`src/rtl/cdb_pkg.sv`:
```
// Shared types and constants for the common-data-bus arbiter slice.
package cdb_pkg;

   localparam int CDB_WIDTH   = 31;  // MSB index of result data
   localparam int CDB_T_WIDTH = 3;   // MSB index of ROB tag
   localparam int CDB_N_FU    = 4;   // number of functional units

   // Functional-unit slot assignment on the arbiter inputs.
   localparam int FU_ALU    = 0;
   localparam int FU_BRANCH = 1;
   localparam int FU_MEM    = 2;
   localparam int FU_MUL    = 3;

   // One broadcast as seen by the reservation stations, ROB and register status.
   typedef struct packed {
      logic                   valid;
      logic [CDB_T_WIDTH:0]   tag;
      logic [CDB_WIDTH:0]     data;
   } cdb_packet_t;

endpackage

```
`src/rtl/cdb_arbiter_if.sv`:
```
// Result-request side and broadcast side of the common data bus.
interface cdb_arbiter_if
   import cdb_pkg::*;
#(
   parameter int N_FU    = CDB_N_FU,
   parameter int WIDTH   = CDB_WIDTH,
   parameter int T_WIDTH = CDB_T_WIDTH
);
   localparam int SRC_W = $clog2(N_FU);

   logic [N_FU-1:0]             fu_req;
   logic [N_FU*(WIDTH+1)-1:0]   fu_data;
   logic [N_FU*(T_WIDTH+1)-1:0] fu_tag;
   logic [N_FU-1:0]             fu_ready;
   logic                        cdb_valid;
   logic [WIDTH:0]              cdb_data;
   logic [T_WIDTH:0]            cdb_tag;
   logic [SRC_W-1:0]            cdb_src;

   // Functional units and CDB consumers.
   modport master (
      output fu_req, fu_data, fu_tag,
      input  fu_ready, cdb_valid, cdb_data, cdb_tag, cdb_src
   );

   // The arbiter.
   modport slave (
      input  fu_req, fu_data, fu_tag,
      output fu_ready, cdb_valid, cdb_data, cdb_tag, cdb_src
   );

endinterface

```
`src/rtl/rr_arbiter.sv`:
```
// Combinational round-robin arbiter: rotate requests so that last+1 sits at
// position 0, priority-encode the lowest set bit, rotate the index back.
module rr_arbiter #(
   parameter int N = 4
) (
   input  logic [N-1:0]         req,
   input  logic [$clog2(N)-1:0] last,
   output logic [N-1:0]         grant,
   output logic [$clog2(N)-1:0] grant_idx
);
   localparam int IW = $clog2(N);

   logic [N-1:0]  rot;
   logic [IW-1:0] src;
   logic [IW-1:0] enc;
   logic          found;

   // Rotate, encode and map back to the unit index.
   always_comb begin
      // NOTE: every variable gets a default before any conditional write so no latch is inferred.
      rot       = '0;
      src       = '0;
      enc       = '0;
      found     = 1'b0;
      grant     = '0;
      grant_idx = '0;
      for (int k = 0; k < N; k++) begin
         src    = IW'((int'(last) + 1 + k) % N);
         rot[k] = req[src];
      end
      for (int k = N - 1; k >= 0; k--) begin
         if (rot[k]) begin
            enc   = IW'(k);
            found = 1'b1;
         end
      end
      if (found) begin
         grant_idx        = IW'((int'(last) + 1 + int'(enc)) % N);
         grant[grant_idx] = 1'b1;
      end
   end

endmodule

```
`src/rtl/cdb_arbiter.sv`:
```
// Common data bus arbiter: one holding buffer per functional unit, a
// round-robin pick among occupied buffers, and a registered CDB broadcast.
module cdb_arbiter
   import cdb_pkg::*;
#(
   parameter int WIDTH   = CDB_WIDTH,
   parameter int T_WIDTH = CDB_T_WIDTH,
   parameter int N_FU    = CDB_N_FU
) (
   input  logic         clk,
   input  logic         reset,
   input  logic         flush,
   cdb_arbiter_if.slave bus
);
   localparam int SRC_W = $clog2(N_FU);

   typedef struct packed {
      logic [T_WIDTH:0] tag;
      logic [WIDTH:0]   data;
   } entry_t;

   logic [N_FU-1:0]  buf_valid;
   entry_t           buf_entry [N_FU];
   logic [SRC_W-1:0] last;

   logic [N_FU-1:0]  arb_req;
   logic [N_FU-1:0]  grant;
   logic [SRC_W-1:0] grant_idx;
   logic             any_grant;
   logic [N_FU-1:0]  ready;

   logic             cdb_valid_q;
   logic [WIDTH:0]   cdb_data_q;
   logic [T_WIDTH:0] cdb_tag_q;
   logic [SRC_W-1:0] cdb_src_q;

   // A flush suppresses arbitration so nothing about to be discarded is broadcast.
   assign arb_req = flush ? '0 : buf_valid;

   rr_arbiter #(.N(N_FU)) u_rr (
      .req       (arb_req),
      .last      (last),
      .grant     (grant),
      .grant_idx (grant_idx)
   );

   assign any_grant = |grant;

   // Ready looks only at buffer state and grant, never at fu_req.
   assign ready        = flush ? '1 : (~buf_valid | grant);
   assign bus.fu_ready = ready;

   // Buffer occupancy: set on accept, cleared on a grant with no new result.
   always_ff @(posedge clk) begin
      // NOTE: sequential state uses non-blocking assignments so every flop sees pre-edge values.
      if (reset || flush) begin
         buf_valid <= '0;
      end else begin
         for (int i = 0; i < N_FU; i++) begin
            if (bus.fu_req[i] && ready[i]) begin
               buf_valid[i] <= 1'b1;
            end else if (grant[i]) begin
               buf_valid[i] <= 1'b0;
            end
         end
      end
   end

   // Buffer payload: load the unit's result whenever it is accepted.
   always_ff @(posedge clk) begin
      // NOTE: payload storage has no reset; buf_valid alone decides whether it means anything.
      for (int i = 0; i < N_FU; i++) begin
         if (!flush && bus.fu_req[i] && ready[i]) begin
            buf_entry[i] <= '{tag:  bus.fu_tag[i*(T_WIDTH+1) +: T_WIDTH+1],
                              data: bus.fu_data[i*(WIDTH+1) +: WIDTH+1]};
         end
      end
   end

   // Round-robin pointer and registered CDB broadcast.
   always_ff @(posedge clk) begin
      if (reset) begin
         last        <= SRC_W'(N_FU - 1);
         cdb_valid_q <= 1'b0;
         cdb_data_q  <= '0;
         cdb_tag_q   <= '0;
         cdb_src_q   <= '0;
      end else if (any_grant) begin
         last        <= grant_idx;
         cdb_valid_q <= 1'b1;
         cdb_data_q  <= buf_entry[grant_idx].data;
         cdb_tag_q   <= buf_entry[grant_idx].tag;
         cdb_src_q   <= grant_idx;
      end else begin
         cdb_valid_q <= 1'b0;
      end
   end

   assign bus.cdb_valid = cdb_valid_q;
   assign bus.cdb_data  = cdb_data_q;
   assign bus.cdb_tag   = cdb_tag_q;
   assign bus.cdb_src   = cdb_src_q;

endmodule

```
`src/flat_wrapper.sv`:
```
// flat-port wrapper written by rule: the top's interface ports become plain ports
module cdb_arbiter_flat import cdb_pkg::*;
#(
   parameter int WIDTH   = CDB_WIDTH,
   parameter int T_WIDTH = CDB_T_WIDTH,
   parameter int N_FU    = CDB_N_FU
)
  (clk, reset, flush, bus_fu_req, bus_fu_data, bus_fu_tag, bus_fu_ready, bus_cdb_valid, bus_cdb_data, bus_cdb_tag, bus_cdb_src);
  cdb_arbiter_if #(.N_FU(N_FU), .WIDTH(WIDTH), .T_WIDTH(T_WIDTH)) bus_i ();
  input  logic clk;
  input  logic reset;
  input  logic flush;
  input wire logic [$bits(bus_i.fu_req)-1:0] bus_fu_req;
  input wire logic [$bits(bus_i.fu_data)-1:0] bus_fu_data;
  input wire logic [$bits(bus_i.fu_tag)-1:0] bus_fu_tag;
  output wire logic [$bits(bus_i.fu_ready)-1:0] bus_fu_ready;
  output wire logic [$bits(bus_i.cdb_valid)-1:0] bus_cdb_valid;
  output wire logic [$bits(bus_i.cdb_data)-1:0] bus_cdb_data;
  output wire logic [$bits(bus_i.cdb_tag)-1:0] bus_cdb_tag;
  output wire logic [$bits(bus_i.cdb_src)-1:0] bus_cdb_src;
  assign bus_i.fu_req = bus_fu_req;
  assign bus_i.fu_data = bus_fu_data;
  assign bus_i.fu_tag = bus_fu_tag;
  assign bus_fu_ready = bus_i.fu_ready;
  assign bus_cdb_valid = bus_i.cdb_valid;
  assign bus_cdb_data = bus_i.cdb_data;
  assign bus_cdb_tag = bus_i.cdb_tag;
  assign bus_cdb_src = bus_i.cdb_src;
  cdb_arbiter #(.WIDTH(WIDTH), .T_WIDTH(T_WIDTH), .N_FU(N_FU)) u_core (.clk(clk), .reset(reset), .flush(flush), .bus(bus_i));
endmodule
```
`config.mk`:
```
export PLATFORM = sky130hd
export DESIGN_NAME = cdb_arbiter_flat
export DESIGN_NICKNAME = d
export VERILOG_FILES = /design/src/rtl/cdb_pkg.sv /design/src/rtl/cdb_arbiter_if.sv /design/src/rtl/rr_arbiter.sv /design/src/rtl/cdb_arbiter.sv /design/src/flat_wrapper.sv
export SDC_FILE = /design/constraint.sdc
export NUM_CORES = 1
export LEC_CHECK = 0
export ABC_AREA = 1
export CAP_MARGIN = 25
export CELL_PAD_IN_SITES_DETAIL_PLACEMENT = 1
export CELL_PAD_IN_SITES_GLOBAL_PLACEMENT = 1
export CORE_ASPECT_RATIO = 0.7
export CORE_UTILIZATION = 37
export DETAILED_ROUTE_END_ITERATION = 10
export PLACE_DENSITY_LB_ADDON = 0.08
export SYNTH_ARGS = -nofsm -noshare
export SYNTH_HDL_FRONTEND = slang
export SYNTH_SLANG_ARGS = --single-unit
```
`constraint.sdc`:
```
create_clock -name clk -period 5.6 [get_ports clk]
set_input_delay 0.56 -clock clk [delete_from_list [all_inputs] [get_ports clk]]
set_output_delay 0.56 -clock clk [all_outputs]
set_load 0.05 [all_outputs]
```
# Word-level counts from Yosys, hierarchy flattened
# Memory sizes are Yosys's and may differ from the RTL's. A register that Yosys moved wholly into a read port is not among the register bits.
# Cells that the tools add are included.
[classes]
div = 0
n_mul = 0
n_addsub = 5
n_shift = 0
bitwise_logic = 2
n_eq_ne = 0
order_cmp = 6
reduce_logical = 20
n_mux = 39
[ops]
columns = ["op", "count"]
rows = [
  ["1-bit two-way mux", 26],
  ["2-bit by 3-bit less-than comparator with 1-bit output (second input constant)", 5],
  ["1-bit logical AND", 13],
  ["4-bit two-way mux", 3],
  ["2-bit two-way mux", 5],
  ["1-bit binary-select mux with 2-bit select", 4],
  ["2-bit nonzero test", 4],
  ["2-bit by 1-bit adder with 2-bit output (second input constant)", 2],
  ["2-bit adder (second input constant)", 2],
  ["4-bit inverter", 1],
  ["4-bit OR", 1],
  ["4-bit OR reduction", 1],
  ["2-bit adder", 1],
  ["1-bit demux with 2-bit select", 1],
  ["2-bit by 1-bit greater-or-equal comparator with 1-bit output (second input constant)", 1],
  ["1-bit logical NOT", 1],
  ["1-bit logical OR", 1],
]
[totals]
inputBits = 151
latch_bits = 0
mem_bits_ro = 0
register_bits = 9
ramBits = 144
wordCells = 80
output_inout_bits = 43
n_memories = 1
[memory_table]
columns = ["name", "depth", "width", "rd", "rd_clocked_by_memory_dff", "write_ports", "line", "source"]
rows = [
  ["u_core.buf_entry", 4, 36, 1, 1, 4, "cdb_arbiter.sv:23", "entry_t buf_entry [N_FU];"],
]

# Logic depth before layout (Yosys ltp)
[depth]
depth_word = 19
depth_mapped = 19
depth_no_buf = 18

# By module
# From an unflattened synthesis, not the netlist that was laid out.
[unflattened]
hier_cells = 699
area_unflattened_um2 = 7671.1
[by_module_without_submodules]
columns = ["module", "instances", "area_per_inst_um2", "cells_per_inst", "seq_area_each_um2"]
rows = [
  ["cdb_arbiter", 1, 7358.3, 634, 5225.0],
  ["rr_arbiter", 1, 312.8, 65, 0.0],
]

# Worst setup path after synthesis
# OpenSTA, ideal clock, no wires.
[synth_timing]
path_kind = "in2reg"
from = "in flush"
to = "mem u_core.buf_entry[1][0] (netlist name) (enable)"
t_required_ps = 5126
stages = 16
path_buffers = 1
setup_ps = 474
arrival_ps = 4421
path_slack_ps = 705
path_cell_list = "inv_2 > buf_6 > nand3_1 > nand3_1 > nand2_1 > inv_1 > a21oi_1 > nor2_1 > ha_1 > xnor2_1 > inv_1 > nand3_2 > nand3_1 > nand2_1 > inv_1 > nor3_1"
[synth_rtl]
columns = ["element", "line", "source"]
rows = [
  ["start: declaration", "flat_wrapper.sv:12", "input logic flush;"],
  ["end: declaration", "cdb_arbiter.sv:23", ""],
]

# Worst setup path in the final report
[layout_timing]
from = "in flush"
to = "out bus_fu_ready[0]"
[layout_via]
elab_chain_len = 15
word_cells_on_any_way = 26
classes_between = "add/sub (1); order compare (2); mux (21); bitwise (1); reduce/logical (1)"
[layout_rtl]
columns = ["element", "line", "source"]
rows = [
  ["4-bit two-way mux", "cdb_arbiter.sv:38", "assign arb_req = flush ? '0 : buf_valid;"],
  ["1-bit binary-select mux with 2-bit select", "rr_arbiter.sv:29", "rot[k] = req[src];"],
  ["1-bit two-way mux (implied by the code)", "rr_arbiter.sv:29", ""],
  ["2-bit two-way mux (4 in a row)", "rr_arbiter.sv:32", "if (rot[k]) begin"],
  ["2-bit adder", "rr_arbiter.sv:38", "grant_idx = IW'((int'(last) + 1 + int'(enc)) % N);"],
  ["2-bit by 3-bit less-than comparator with 1-bit output (implied by the code) or 2-bit by 1-bit greater-or-equal comparator with 1-bit output (tied branches)", "rr_arbiter.sv:39", "grant[grant_idx] = 1'b1;"],
  ["1-bit logical AND (implied by the code)", "rr_arbiter.sv:39", ""],
  ["1-bit two-way mux (implied by the code)", "rr_arbiter.sv:39", ""],
  ["1-bit demux with 2-bit select", "rr_arbiter.sv:39", ""],
  ["4-bit two-way mux", "rr_arbiter.sv:37", "if (found) begin"],
  ["4-bit OR", "cdb_arbiter.sv:50", "assign ready = flush ? '1 : (~buf_valid | grant);"],
  ["4-bit two-way mux *", "cdb_arbiter.sv:50", ""],
  ["end: declaration", "flat_wrapper.sv:16", "output wire logic [$bits(bus_i.fu_ready)-1:0] bus_fu_ready;"],
]
# Every way passes the cells marked *; elsewhere a longest branch is shown, timed or not. The select of a mux whose other input is x is not followed.

==> summary by stage <==
GRT
The total global routing track utilization is 0.214. The initial antenna violation count was 0. The via count of the first global-routing pass is 6193. The first-pass GRT wire length is 33900 um.

The maximum number of pins on one net before global-route repair is 75. After global routing the overflow that remains totals 0.

CTS
The buffers inserted during post-CTS setup optimization is 0. The source-to-sink clock delay at the later pin of the worst-skew pair is 0.44 ns. The tree built by TritonCTS fans out to 189 sinks.

The post-cts resize count is 0. The clock transition at the registers of the reported paths is 0.07 ns. The hold buffer count at CTS is 0. In this run the deepest clock path goes through 2 buffers. Counting the buffers created by CTS gives 17. The H-tree level count is 4. The buffer cell driving the clock tree root is clkbuf_16. TritonCTS built the clock tree.

Critical path
The type of the setup path with the least slack is in -> out. The arrival time of the worst setup path is 3.72 ns. The worst setup path is launched from an input port. The worst register-to-register path has a depth of 16.

The signal on the critical path passes through clkdlybuf4s50_1 -> inv_2 -> nand3_1 -> nand3_1 -> nand2_1 -> inv_1 -> a21oi_1 -> nor2_1 -> ha_4 -> xnor2_1 -> inv_1 -> nand3_2 -> nand2_2 -> nor2_8 -> nand2_1 -> nand2_1 -> clkdlybuf4s50_1. The startpoint of the worst register-to-register path is u_core.last[0]. The required arrival time at the worst endpoint is 5.04 ns. The register-to-register setup slack is 2.06 ns. The count of buffer and inverter cells on the critical path is 5. The family with the most delay on the worst path is buffers and inverters. The highest-delay cell along the critical path is clkdlybuf4s50_1. The worst setup path is captured at a primary output. The largest driver fanout on the critical path is 15.

The cell that appears most often on the critical path is nand2_1. The largest single stage delay on the critical path is 0.80 ns. The endpoint of the worst register-to-register path is u_core.buf_entry[2][15].

Worst hold path
Along the worst hold path, the cell count comes to 2. In this run the worst hold path is classified as reg -> reg. The path with the worst hold slack has its endpoint at u_core.bus.cdb_src[0].

In this run the most critical hold path is launched from u_core.bus.cdb_src[0].

Routing
The via total after detailed routing is 5862. In the routed layout, each cell is associated on average with a via count of 4.81. The DRC violation total after the first TritonRoute iteration is 308.

The first-pass iteration count of the detailed router is 4. The count of nets left with antenna violations once routing finished came out at 0. Wires add up to 21900 um. After detailed routing, the average wire length per cell comes to 18.0 um. The DRC violations left is 0.

Power
The worst-case vdd ir drop is 0.000305 V. The analysis attributes to cell leakage a power of 4.35 nW. Summed over all nets, the switching power comes to 2.07 mW. The internal cell power is 2.90 mW. The sequential cell fraction of total power is 0.349. The share of total power in the clock network is 0.243. The share of total power dissipated in combinational logic is 0.408.

The power density relative to cell area is 476 nW/um^2. The switching fraction of total power is 0.416. The overall power consumption is 4.96 mW.

Place
The wire-length estimate of the detail-placed layout is 14600 um. At the end of routability-driven placement, the weighted congestion stood at 0.814. The number of buffers inserted by port buffering is 193. Once placement completed, the tool counted placed cells totaling 1186.

Timing
The final critical delay including setup and external delays is 4.28 ns. The slew at the pin with the worst max-slew slack is 0.968 ns. For the final routed database, the setup TNS stands at 0 ns. The max-slew headroom at the worst pin is 0.353. On the final layout, the worst hold slack is 0.470 ns. The number of slew-limit violations in the final report came to 0. Setup repair after global routing left no endpoint under its margin. Dividing the final minimum period by the clock period gives 0.764. For this run, the top clock speed supported by timing is 234 MHz. The hold violation count in the final report is 0. Setup violations remaining at the end of the flow were counted as 0. The worst-case clock skew is 0.0240 ns.

Synthesis
Ranked by total cell area, the synthesized netlist is headed by edfxtp_1 (56%), nand2_1 (16%), dfxtp_1 (12%). The synthesized netlist occupies a cell area of 7660 um^2. The most frequently used cell type in the post-synthesis netlist is nand2_1. The number of nets in the synthesized netlist is 903. The number of synthesized register bits is 189. The number of cells produced by synthesis is 751. For this run, the register share of the synthesized area comes to 0.682.

The largest total area in the synthesized netlist belongs to edfxtp_1. Of the post-synthesis cell area, the dominant cell type holds 0.565. The number of different library cells in the post-synthesis netlist is 25. For this run, the number of Yosys warnings is 0.

Counting flops with an async set or reset pin after synthesis yields a share of 0. The mean instance size in the synthesized netlist is 10.2 um^2. The most instantiated flip-flop cell in the synthesis netlist is edfxtp_1. Counting instances in the post-synthesis netlist gives the leading cell types as nand2_1 (319), edfxtp_1 (144), nand3_1 (123), inv_1 (46), dfxtp_1 (45). Yosys mapped a number of flops with a built-in enable equal to 144.

Floorplan
Pin placement for this block handled 194 I/O pins. The initial utilization of the core area, before any placement, comes to 0.382. The floorplan step set the die height to 122 um.

The count of standard-cell rows is 43. The core region is 20100 um^2. The floorplan step set the die width to 174 um. The area of the die is 21300 um^2.

Finish
The total inserted antenna cells is 0. For this run, the share of the core covered by cells in the final layout is 0.520. The synthesis-to-layout area growth is 36.2%. The non-filler instance count after layout is 1218. The proportion of layout cells with a drive suffix above 1 is 0.0675. After the last flow step, the layout net total stands at 1087.

Flow run
The number of max-capacitance violations reported is 0.

Run status
The run finished with clean final reports.
[layout make-up]
| class | instances | area, um^2 |
|---|---|---|
| inverter | 51 | 194 |
| sequential | 189 | 5230 |
| timing repair buffer | 204 | 2020 |
| tap | 270 | 338 |
| clock buffer | 18 | 429 |
| multi-input combinational | 472 | 2070 |
| fill | 2189 | 9630 |
| clock inverter | 14 | 155 |
[cells in the final DEF, fill, tap and decap left out, types with 2 or more instances in the layout]
cell type and count:
buf_4 12, inv_1 45, edfxtp_1 144, nand3_1 123
dfxtp_1 45, clkinv_4 3, clkdlybuf4s50_1 191, nor2_1 6
clkbuf_16 17, inv_8 4, nand2_1 319, inv_6 2
a21oi_1 5, o211ai_1 2, a21oi_4 3, clkinvlp_4 2
nor2_4 2, nand2_2 5, inv_2 4
[power by group through the flow]
stage          Combinational, mW  Clock (mW)  Sequential [mW]
2_1_floorplan               1.22           0             1.97
3_3_place_gp                1.98           0             1.76
3_5_place_dp                2.05           0             1.77
4_1_cts                     2.06        1.23             1.74
5_1_grt                     2.25        1.27             1.75
6_report                    2.02        1.20             1.73
[metrics by stage]
stage	setup WS, ns	instance area (um^2)
after floorplan	0.705	7660
after global placement	1.48	9850
after global routing	1.11	10400
after CTS	1.32	10400
after detailed placement	1.33	9850
final	1.32	10400
[tightest hold or removal path, stage by stage, from the launching register on]
cell and delay, ns:
dfxtp_1 0.31, nand2_1 0.06, a21oi_1 0.05
[sequential cells by signal, summed over array words and instances, names as in the netlist]
name                  flops
u_core.buf_valid          4
u_core.bus.cdb_valid      1
u_core.buf_entry        144
u_core.bus.cdb_tag        4
u_core.last               2
u_core.bus.cdb_data      32
u_core.bus.cdb_src        2
[logic make-up (layout without fill, tap and decap cells)]
family	Yosys count	after routing	share of synthesized area
compound gates	11	11	0.00964
xor+xnor	1	1	0.00114
fa+ha+maj	1	1	0.00163
buf+inv	90	287	0.0537
flops	189	189	0.682
simple gates	459	459	0.252
[worst max path at each step]
stage | from | cells after the start | endpoint
finish | flush | 17 | bus_fu_ready[0]
floorplan | flush | 16 | u_core.buf_entry[1][0]
global placement | flush | 17 | bus_fu_ready[0]
detailed placement | flush | 16 | u_core.buf_entry[2][15]
CTS | flush | 17 | bus_fu_ready[0]
global route | flush | 13 | bus_fu_ready[0]
[per-layer routing]
metal / part of all wire / up-vias / track usage / wire length [um]
li1: - / 2835 / - / -
met1: 0.48 / 2850 / 0.289 / 10500
met2: 0.47 / 162 / 0.354 / 10300
met3: 0.043 / 15 / 0.0403 / 947
met4: 0.0087 / 0 / 0.0587 / 191
met5: 0 / - / 0 / 0
(Power assumes the default switching activity.)
